### src/rtl/fetch_sequencer.sv
// Purpose : instruction fetch stage; owns the PC, drives a sync-read imem, feeds the decoder.
// Latency : imem data returns one cycle after imem_addr; taken redirects cost one bubble.
// Backpressure: none; one slot per cycle. Redirects are sampled only on valid slots.
//
// Ports: clk/reset (sync, active-high); start/done program handshake;
//        br_take/call/ret + br_target redirect inputs from the branch unit;
//        imem_addr/imem_data instruction memory; instr/instr_valid/pc to the decoder;
//        running/halted status; rs_err sticky return-stack overflow/underflow flag.
// Optional: FETCH_RETIRE_CNT_EN adds retire_cnt[15:0], a saturating count of valid slots.
module fetch_sequencer #(
  parameter int          PC_W     = 10,
  parameter int unsigned RESET_PC = 0,
  parameter int          RS_DEPTH = 4
) (
  input  logic            clk,
  input  logic            reset,
  input  logic            start,
  input  logic            done,
  input  logic            br_take,
  input  logic [PC_W-1:0] br_target,
  input  logic            call,
  input  logic            ret,
  output logic [PC_W-1:0] imem_addr,
  input  logic [8:0]      imem_data,
  output logic [8:0]      instr,
  output logic            instr_valid,
  output logic [PC_W-1:0] pc,
  output logic            running,
  output logic            halted,
`ifdef FETCH_RETIRE_CNT_EN
  output logic [15:0]     retire_cnt,
`endif
  output logic            rs_err
);

  localparam int              SP_W   = $clog2(RS_DEPTH);
  localparam logic [PC_W-1:0] RST_PC = PC_W'(RESET_PC);
  localparam logic [SP_W:0]   RS_FULL = (SP_W+1)'(RS_DEPTH);
  localparam logic [8:0]      NOP    = 9'h1F4;

  typedef enum logic [1:0] {S_IDLE, S_FILL, S_RUN, S_HALT} state_t;

  state_t          state_q, state_d;
  logic [PC_W-1:0] fpc_q, fpc_d;
  logic [PC_W-1:0] pc_q, pc_d;
  logic            pcv_q, pcv_d;     // valid tag travelling with pc_q
  logic            rs_err_q, rs_err_d;
  logic [SP_W:0]   sp_q, sp_d;       // entries held, 0..RS_DEPTH
  logic [SP_W-1:0] top_q, top_d;     // next slot to write (circular)
  logic [PC_W-1:0] rs_q [RS_DEPTH];
  logic [PC_W-1:0] rs_d [RS_DEPTH];

  logic            slot_vld;
  logic            start_acc;
  logic [SP_W-1:0] top_m1;
  logic [PC_W-1:0] pop_addr;

  assign slot_vld  = (state_q == S_RUN) && pcv_q;
  assign start_acc = start && ((state_q == S_IDLE) || (state_q == S_HALT));
  assign top_m1    = top_q - 1'b1;
  // Popping an empty stack falls back to the program entry point.
  assign pop_addr  = (sp_q == '0) ? RST_PC : rs_q[top_m1];

  always_comb begin
    state_d  = state_q;
    fpc_d    = fpc_q;
    pc_d     = fpc_q;
    pcv_d    = 1'b0;
    rs_err_d = rs_err_q;
    sp_d     = sp_q;
    top_d    = top_q;
    rs_d     = rs_q;
    case (state_q)
      S_IDLE, S_HALT: begin
        if (start_acc) begin
          state_d = S_FILL;
          fpc_d   = RST_PC;
        end
      end
      S_FILL: begin
        state_d = S_RUN;
        fpc_d   = fpc_q + 1'b1;
        pcv_d   = 1'b1;
      end
      S_RUN: begin
        fpc_d = fpc_q + 1'b1;
        pcv_d = 1'b1;
        if (slot_vld) begin
          if (done) begin
            // Halt freezes the fetch address and drops the in-flight word.
            state_d = S_HALT;
            fpc_d   = fpc_q;
            pcv_d   = 1'b0;
          end else if (ret) begin
            fpc_d = pop_addr;
            pcv_d = 1'b0;
            if (sp_q == '0) begin
              rs_err_d = 1'b1;
            end else begin
              sp_d  = sp_q - 1'b1;
              top_d = top_m1;
            end
          end else if (call) begin
            rs_d[top_q] = pc_q + 1'b1;
            top_d       = top_q + 1'b1;
            // A full stack keeps its depth; the write above replaced the oldest entry.
            if (sp_q == RS_FULL) rs_err_d = 1'b1;
            else                 sp_d     = sp_q + 1'b1;
            fpc_d = br_target;
            pcv_d = 1'b0;
          end else if (br_take) begin
            fpc_d = br_target;
            pcv_d = 1'b0;
          end
        end
      end
      default: state_d = S_IDLE;
    endcase
  end

  always_ff @(posedge clk) begin
    if (reset) begin
      state_q  <= S_IDLE;
      fpc_q    <= RST_PC;
      pc_q     <= RST_PC;
      pcv_q    <= 1'b0;
      rs_err_q <= 1'b0;
      sp_q     <= '0;
      top_q    <= '0;
    end else begin
      state_q  <= state_d;
      fpc_q    <= fpc_d;
      pc_q     <= pc_d;
      pcv_q    <= pcv_d;
      rs_err_q <= rs_err_d;
      sp_q     <= sp_d;
      top_q    <= top_d;
    end
  end

  // Stack contents need no reset: entries are only read after being written
  // or when sp_q says the stack is empty.
  always_ff @(posedge clk) begin
    rs_q <= rs_d;
  end

`ifdef FETCH_RETIRE_CNT_EN
  logic [15:0] retire_q, retire_d;

  always_comb begin
    retire_d = retire_q;
    if (start_acc)                              retire_d = '0;
    else if (slot_vld && (retire_q != 16'hFFFF)) retire_d = retire_q + 16'd1;
  end

  always_ff @(posedge clk) begin
    if (reset) retire_q <= '0;
    else       retire_q <= retire_d;
  end

  assign retire_cnt = retire_q;
`endif

  assign imem_addr   = fpc_q;
  assign instr_valid = slot_vld;
  assign instr       = slot_vld ? imem_data : NOP;
  assign pc          = pc_q;
  assign running     = (state_q == S_FILL) || (state_q == S_RUN);
  assign halted      = (state_q == S_HALT);
  assign rs_err      = rs_err_q;

endmodule
### config.mk
export PLATFORM = sky130hd
export DESIGN_NAME = fetch_sequencer
export DESIGN_NICKNAME = d
export VERILOG_FILES = /design/src/rtl/fetch_sequencer.sv
export SDC_FILE = /design/constraint.sdc
export NUM_CORES = 1
export LEC_CHECK = 0
export CAP_MARGIN = 20
export CELL_PAD_IN_SITES_DETAIL_PLACEMENT = 2
export CELL_PAD_IN_SITES_GLOBAL_PLACEMENT = 2
export CORE_MARGIN = 4
export CORE_UTILIZATION = 35
export CTS_CLUSTER_SIZE = 40
export DETAILED_ROUTE_END_ITERATION = 6
export PLACE_DENSITY = 0.81
export REMOVE_ABC_BUFFERS = 1
export SLEW_MARGIN = 5
export SYNTH_ARGS = -nofsm -noshare
export SYNTH_HDL_FRONTEND = slang
export SYNTH_SLANG_ARGS = --single-unit
### constraint.sdc
create_clock -name clk -period 2.9 [get_ports clk]
set_input_delay 0.58 -clock clk [delete_from_list [all_inputs] [get_ports clk]]
set_output_delay 0.58 -clock clk [all_outputs]
set_load 0.005 [all_outputs]
# [After elaboration in Yosys (flattened, before gate mapping)]
# Index checks and enable logic that the tools add are counted.
# W data, S select, Z words.
[totals] reg_bits=69 latch_bits=0 mem_bits_rw=0 mem_bits_ro=0 in_bits=26 memories=0
[classes] add_sub_neg=6 n_mul=0 n_div=0 magnitude_cmp=3 n_eq_ne=11 shifts=0 muxes=36 n_bitwise=4 reduce_logical=16
[ops] operator="$mux W10" count=10
[ops] operator="$bwmux W40" count=1
[ops] operator="$pmux W10 S3" count=1
[ops] operator="$add A10 B1 Y10 const B" count=2
[ops] operator="$bmux W10 S2" count=1
[ops] operator="$demux W10 S2" count=1
[ops] operator="$mux W2" count=6
[ops] operator="$mux W3" count=4
[ops] operator="$reduce_and A6 Y1" count=2
[ops] operator="$ne A2 B2 Y1 const B" count=5
[ops] operator="$reduce_and A5 Y1" count=2
[ops] operator="$mux W1" count=9
[ops] operator="$mux W9" count=1
[ops] operator="$ge A3 B3 Y1 const B" count=2
[ops] operator="$not A2 Y3" count=2
[ops] operator="$pmux W2 S3" count=1
[ops] operator="$eq A2 B2 Y1 const B" count=2
[ops] operator="$reduce_bool A2 Y1" count=2
[ops] operator="$add A3 B1 Y3 const B" count=1
[ops] operator="$eq A3 B3 Y1 const B" count=1
[ops] operator="$logic_and A1 B1 Y1" count=3
[ops] operator="$logic_not A3 Y1" count=1
[ops] operator="$lt A3 B1 Y1 const B" count=1
[ops] operator="$ne A3 B3 Y1 const B" count=1
[ops] operator="12 further kinds" count=14

# [Longest topological paths before layout]
# Gate-level depths: netlist (run 1).
[logic_depth] word_depth=10 mapped_depth=7

# [Least setup slack after synthesis (run 1)]
# Ideal clock, no wire load.
[synth_timing] path_type="input-to-reg" from="in ret" to="reg sp_q[2]" setup_time_ps=128 arrival_time_ps=2016 t_required_ps=2772 setup_slack_ps=757 stages=7 path_buffers=1 path_cell_list="buf_2 > inv_2 > fa_1 > xor2_1 > a2111oi_2 > xnor2_1 > nor2_1"
[synth_via] elab_chain_cells=2 elab_cells_between_ends=5 cone_classes="2 x eq/ne; 1 x mux; 2 x reduce/logical"
[synth_lines] item="start: declaration" line="22" rtl="input logic ret,"
[synth_lines] item="$ne A2 B2 Y1 (no line) / $reduce_bool A2 Y1 (equally long branches)"
[synth_lines] item="$reduce_and A6 Y1 (no line)"
[synth_lines] item="end signal: assignment" line="136" rtl="sp_q <= sp_d;"
[synth_lines] item="end: declaration" line="48" rtl="logic [SP_W:0] sp_q, sp_d;"
# Several ways; a longest one is shown, not always the timed one.
# A chain may end at the register's enable or synchronous reset.

# [Worst setup path in the final report (run 1)]
[layout_timing] from="reg state_q[0]" to="out instr[2]"
[layout_via] elab_chain_cells=3
[layout_lines] item="start: declaration" line="43" rtl="state_t state_q, state_d;"
[layout_lines] item="start signal: assignment" line="131" rtl="state_q <= state_d;"
[layout_lines] item="$eq A2 B2 Y1" line="58" rtl="assign slot_vld = (state_q == S_RUN) && pcv_q;"
[layout_lines] item="$logic_and A1 B1 Y1" line="58"
[layout_lines] item="$mux W9" line="166" rtl="assign instr = slot_vld ? imem_data : NOP;"
[layout_lines] item="end: declaration" line="25" rtl="output logic [8:0] instr,"
# Every way passes these cells.

==> results of run 1 <==
-- stage by stage --
stage / instances / worst slack [ns] / instance area (um2) / utilization [%]
after global placement: 434 / 0.325 / 4030 / 43.8
final: 450 / 0.238 / 4230 / 46.0
after floorplan: 258 / 0.781 / 3250 / -
after CTS: 450 / 0.175 / 4230 / 46.0
after global routing: 450 / 0.0741 / 4230 / 46.0
after detailed placement: 434 / 0.193 / 4030 / 43.8
-- layer usage --
layer  part of all wire [%]  track usage [%]  vias to the layer above
met1                     45             23.9                     1231
met5                      0                0                        -
met3                    4.0             4.08                       11
met2                     50             31.0                       60
met4                    1.5             5.34                        0
li1                       -                -                     1137
-- power by group --
| group | switching (mW) | leakage, nW | total, mW | internal [mW] |
|---|---|---|---|---|
| sequential | 0.0484 | 0.624 | 1.11 | 1.06 |
| combinational | 0.196 | 0.767 | 0.368 | 0.172 |
| clock | 0.407 | 0.0944 | 0.816 | 0.409 |
| total | 0.652 | 1.49 | 2.29 | 1.64 |
-- final timing paths --
path | from | endpoint | slack (ns) | cells past startpoint
max | state_q[0]$_SDFFE_PP0P_ | instr[2] | 0.24 | 5
max reg2reg | top_q[1]$_SDFFE_PP0P_ | imem_addr[9]$_SDFFE_PP0P_ | 0.68 | 5
min | rs_err$_SDFFE_PP0P_ | rs_err$_SDFFE_PP0P_ | 0.49 | 2
min reg2reg | rs_err$_SDFFE_PP0P_ | rs_err$_SDFFE_PP0P_ | 0.49 | 2
-- cell type report --
type,instances,area share (%)
sequential,69,42.1
multi-input combinational,174,33.5
timing repair buffer,65,15.0
tap,111,3.28
clock buffer,9,2.93
clock inverter,7,1.92
inverter,15,1.33
-- state kept, by name, summed over array words and instances, names as in the netlist --
signal,count
pcv_q,1
state_q,2
imem_addr,10
sp_q,3
top_q,2
rs_q,40
pc,10
rs_err,1
-- logic make-up after synthesis --
family	after synthesis	share of synthesized area, %
XOR/XNOR	19	5.05
AND/OR/NAND/NOR	81	13.8
multiplexers	11	7.85
flip-flops	69	54.0
adder cells (fa/ha/maj)	11	4.40
buffers and inverters	24	3.07
AO/OA/AOI/OAI	52	11.8
-- worst reg2reg max path: cells and delay by family, from the launching register on --
kind / cells / cell delay [ns]
adders and majority gates: 1 / 0.64
AOI/OAI and AO/OA: 2 / 0.49
DFF: 1 / 0.46
muxes: 1 / 0.40
buffers and inverters: 1 / 0.10
-- cell usage in the layout (no fill, tap or decap), types with 6 or more instances in the layout --
master           instances
and3_1                   7
buf_4                    7
clkbuf_8                 9
clkdlybuf4s50_1         58
dfxtp_1                 29
edfxtp_1                40
ha_1                    10
inv_1                   14
mux4_1                   6
nand2_1                  7
nand3_1                 10
nor2_1                  20
nor2b_1                  8
or2_2                    7
xnor2_1                 14
==> results.sh, run 1 <==
export IMPL_path_clk_slew_ns=0.08
export IMPL_grt_max_degree=16
export IMPL_finalSetupTns_ns=0
export IMPL_worstPathRequired_ns=2.32
export IMPL_wirelength_um=9790
export IMPL_dp_hpwl_um=7600
export IMPL_crit_fanout=10
export IMPL_ctsResizeCount=0
export IMPL_worst_path_largest_cell_delay_ns=0.46
export IMPL_ir_worst_vdd_uv=289
export IMPL_vias_per_cell=5.42
export IMPL_worstPathArrival_ns=2.08
export IMPL_fillCellCount=914
export IMPL_path_cells="inv_1 -> ha_1 -> nand2_1 -> or2_2 -> clkdlybuf4s50_1"
export IMPL_ys_flop_type="edfxtp_1"
export IMPL_num_vias=2439
export IMPL_cts_sinks=69
export IMPL_status="finished clean"
export IMPL_p_per_area_nw_per_um2=541
export IMPL_area_growth_pct=28.3
export IMPL_total_power_mw=2.29
export IMPL_finalCritPeriodShare_pct=91.8
export IMPL_yosysMostFrequentCell="edfxtp_1"
export IMPL_wl_per_cell_um=21.8
export IMPL_tightestPinTransition_ns=0.737
export IMPL_coreArea_um2=9200
export IMPL_grt_pass1_vias=2656
export IMPL_endpoint_kind="primary output"
export IMPL_grt_pass1_wl_um=15500
export IMPL_start_kind="flip-flop"
export IMPL_setup_viol=0
export IMPL_slowest_stage="clkdlybuf4s50_1"
export IMPL_synthCells=267
export IMPL_rows=35
export IMPL_rsz0062_at_grt="no"
export IMPL_cts_root_buf="clkbuf_8"
export IMPL_max_clock_path_buffers=2
export IMPL_tritoncts="done"
export IMPL_max_cap_viol_count=0
export IMPL_ioPinCount=59
export IMPL_antenna_diode_count=0
export IMPL_leakage_nw=1.49
export IMPL_critPathTopFamily="buffers and inverters"
export IMPL_initial_core_util_pct=35.9
export IMPL_ant_nets=0
export IMPL_min_path_type="flip-flop to flip-flop"
export IMPL_hold_ws_ns=0.490
export IMPL_multiInputGateArea_um2=1420
export IMPL_grt_ovfl_total=0
export IMPL_drt_pass1_iter_count=4
export IMPL_ys_ff_latch=69
export IMPL_grt_usage_pct=18.5
export IMPL_slew_headroom_pct=50.5
export IMPL_finalClockSkew_ns=0.0104
export IMPL_synth_edf_count=40
export IMPL_ys_top_cells_by_count="edfxtp_1, dfxtp_1, nor2_1"
export IMPL_netlist_area_leader_share_pct=36.4
export IMPL_clk_latency_ns=0.35
export IMPL_cp_num_buf_inv=2
export IMPL_worst_setup_path_type="flip-flop to primary output"
export IMPL_htreeDepth=3
export IMPL_numCtsBuffers=9
export IMPL_grt_antenna_before_repair=0
export IMPL_drive_gt1_share_pct=12.4
export IMPL_synth_area_leaders="edfxtp_1, dfxtp_1, mux4_1, ha_1, xnor2_1"
export IMPL_avgSynthCellArea_um2=12.4
export IMPL_async_flop_share_pct=0
export IMPL_first_iter_violations=144
export IMPL_slew_violations=0
export IMPL_die_h_um=105
export IMPL_die_w_um=105
export IMPL_fin_nets=371
export IMPL_die_area_um2=11000
export IMPL_finalHoldViolCount=0
export IMPL_drc=0
export IMPL_post_route_min_period_ns=2.66
export IMPL_synth_largest_area_cell="edfxtp_1"
export IMPL_postCtsSetupBuffers=0
export IMPL_yosysSeqAreaShare_pct=54.0
export IMPL_place_congestion=0.813
export IMPL_synth_cell_types=56
export IMPL_syn_area_um2=3300
export IMPL_regArea_um2=1780
export IMPL_cts_hold_buf=0
export IMPL_max_freq_ghz=0.376
export IMPL_port_buffers=58
export IMPL_synth_warnings=0
Power figures use the tool's default switching activity.
==> run 2: changes to the inputs <==
- PLACE_DENSITY: 0.81 -> default
- PLACE_DENSITY_LB_ADDON: default -> 0.1
- SLEW_MARGIN: 5 -> 20
==> run 2 against run 1 <==
Combinational power about the same. Critical path depth shrank 1. Largest cell class unchanged. Sequential share of layout area fell by 0.16 points. Total power up 2.6%. Cell count unchanged. Critical endpoint is now instr[4].
==> results.sh, run 2 (same netlist as run 1, synthesis figures left out) <==
export IMPL_num_vias=2394
export IMPL_antenna_diode_count=0
export IMPL_worstPathArrival_ns=2.09
export IMPL_max_clock_path_buffers=2
export IMPL_met2WireLength_um=4670
export IMPL_mostFrequentLayoutCells="clkdlybuf4s50_1, edfxtp_1, dfxtp_1"
export IMPL_area_growth_pct=28.8
export IMPL_worstPathRequired_ns=2.32
export IMPL_finalCritPeriodShare_pct=91.9
export IMPL_slew_violations=0
export IMPL_coreArea_um2=9200
export IMPL_regMostFlops="rs_q"
export IMPL_port_buffers=58
export IMPL_tightestPinTransition_ns=0.682
export IMPL_fin_nets=371
export IMPL_finalClockSkew_ns=0.0177
export IMPL_total_power_mw=2.35
export IMPL_grt_usage_pct=18.1
export IMPL_die_h_um=105
export IMPL_wirelength_um=9660
export IMPL_worst_setup_path_type="flip-flop to primary output"
export IMPL_final_common_cell="clkdlybuf4s50_1"
export IMPL_crit_fanout=10
export IMPL_ctsResizeCount=0
export IMPL_dp_hpwl_um=7230
export IMPL_finalSetupTns_ns=0
export IMPL_status="finished clean"
export IMPL_post_route_min_period_ns=2.67
export IMPL_path_clk_slew_ns=0.09
export IMPL_grt_max_degree=17
export IMPL_drc=0
export IMPL_grt_antenna_before_repair=0
export IMPL_max_freq_ghz=0.375
export IMPL_drive_gt1_share_pct=12.1
export IMPL_clk_latency_ns=0.34
export IMPL_slowest_stage="clkdlybuf4s50_1"
export IMPL_largest_register_ffs=40
export IMPL_wl_per_cell_um=21.5
export IMPL_drt_met1_wl_um=4570
export IMPL_reg2reg_setup_slack_ns=0.63
export IMPL_numCtsBuffers=9
export IMPL_rows=35
export IMPL_highest_layer="met4"
export IMPL_endpoint_kind="primary output"
export IMPL_ioPinCount=59
export IMPL_die_w_um=105
export IMPL_finalHoldViolCount=0
export IMPL_htreeDepth=3
export IMPL_vias_per_cell=5.32
export IMPL_initial_core_util_pct=35.9
export IMPL_drt_pass1_iter_count=4
export IMPL_first_iter_violations=66
export IMPL_p_per_area_nw_per_um2=553
export IMPL_min_path_type="flip-flop to flip-flop"
export IMPL_rsz0062_at_grt="no"
export IMPL_final_cell_area_um2=4250
export IMPL_place_congestion=0.789
export IMPL_path_cells="ha_1 -> nand2_1 -> or2_2 -> clkdlybuf4s50_1"
export IMPL_tritoncts="done"
export IMPL_start_kind="flip-flop"
export IMPL_met3_length_um=339
export IMPL_grt_pass1_wl_um=15400
export IMPL_slew_headroom_pct=54.2
export IMPL_ir_worst_vdd_uv=300
export IMPL_max_cap_viol_count=0
export IMPL_leakage_nw=1.50
export IMPL_cts_hold_buf=0
export IMPL_worst_path_largest_cell_delay_ns=0.46
export IMPL_postCtsSetupBuffers=0
export IMPL_grt_pass1_vias=2647
export IMPL_cts_root_buf="clkbuf_8"
export IMPL_setup_viol=0
export IMPL_cts_sinks=69
export IMPL_dpl_cell_area_um2=4030
export IMPL_grt_ovfl_total=0
export IMPL_ant_nets=0
export IMPL_die_area_um2=11000
==> run 2: final cells by class <==
type | instances | area, um2
Clock buffer | 9 | 124
Clock inverter | 7 | 97.6
Fill cell | 920 | 4950
Inverter | 15 | 56.3
Multi-Input combinational cell | 174 | 1420
Sequential cell | 69 | 1780
Tap cell | 111 | 139
Timing Repair Buffer | 65 | 633
==> run 2: final timing paths <==
check / from / end / cells after the start
hold reg to reg: rs_err$_SDFFE_PP0P_ / rs_err$_SDFFE_PP0P_ / 2
setup / recovery: state_q[1]$_SDFFE_PP0P_ / instr[4] / 4
hold / removal: rs_err$_SDFFE_PP0P_ / rs_err$_SDFFE_PP0P_ / 2
setup reg to reg: state_q[1]$_SDFFE_PP0P_ / rs_q[13]$_DFFE_PP_ / 4
==> run 2: through the flow <==
step / cells / setup WS, ns / utilization [%] / hold WS (ns)
floorplan: 258 / 0.781 / - / 0.461
global placement: 434 / 0.332 / 43.8 / 0.454
detailed placement: 434 / 0.181 / 43.8 / 0.478
CTS: 450 / 0.194 / 46.2 / 0.504
global route: 450 / 0.00545 / 46.2 / 0.552
finish: 450 / 0.234 / 46.2 / 0.501
==> run 2: metal layers <==
layer | global-route usage, % | vias up
li1 | - | 1141
met1 | 23.9 | 1189
met2 | 30.1 | 56
met3 | 3.95 | 8
met4 | 5.15 | 0
met5 | 0 | -
==> run 2: power by group <==
group | leakage, nW | internal, mW | total [mW] | switching, mW
clock | 0.107 | 0.488 | 0.879 | 0.391
sequential | 0.624 | 1.06 | 1.10 | 0.0458
combinational | 0.767 | 0.171 | 0.367 | 0.196
total | 1.50 | 1.72 | 2.35 | 0.633
==> run 2: critical path, delay by kind of cell (launching register included) <==
family | cells | cell delay [ns]
adder cells (fa/ha/maj) | 1 | 0.38
AND/OR/NAND/NOR | 2 | 0.52
flip-flops | 1 | 0.40
buffers and inverters | 1 | 0.46
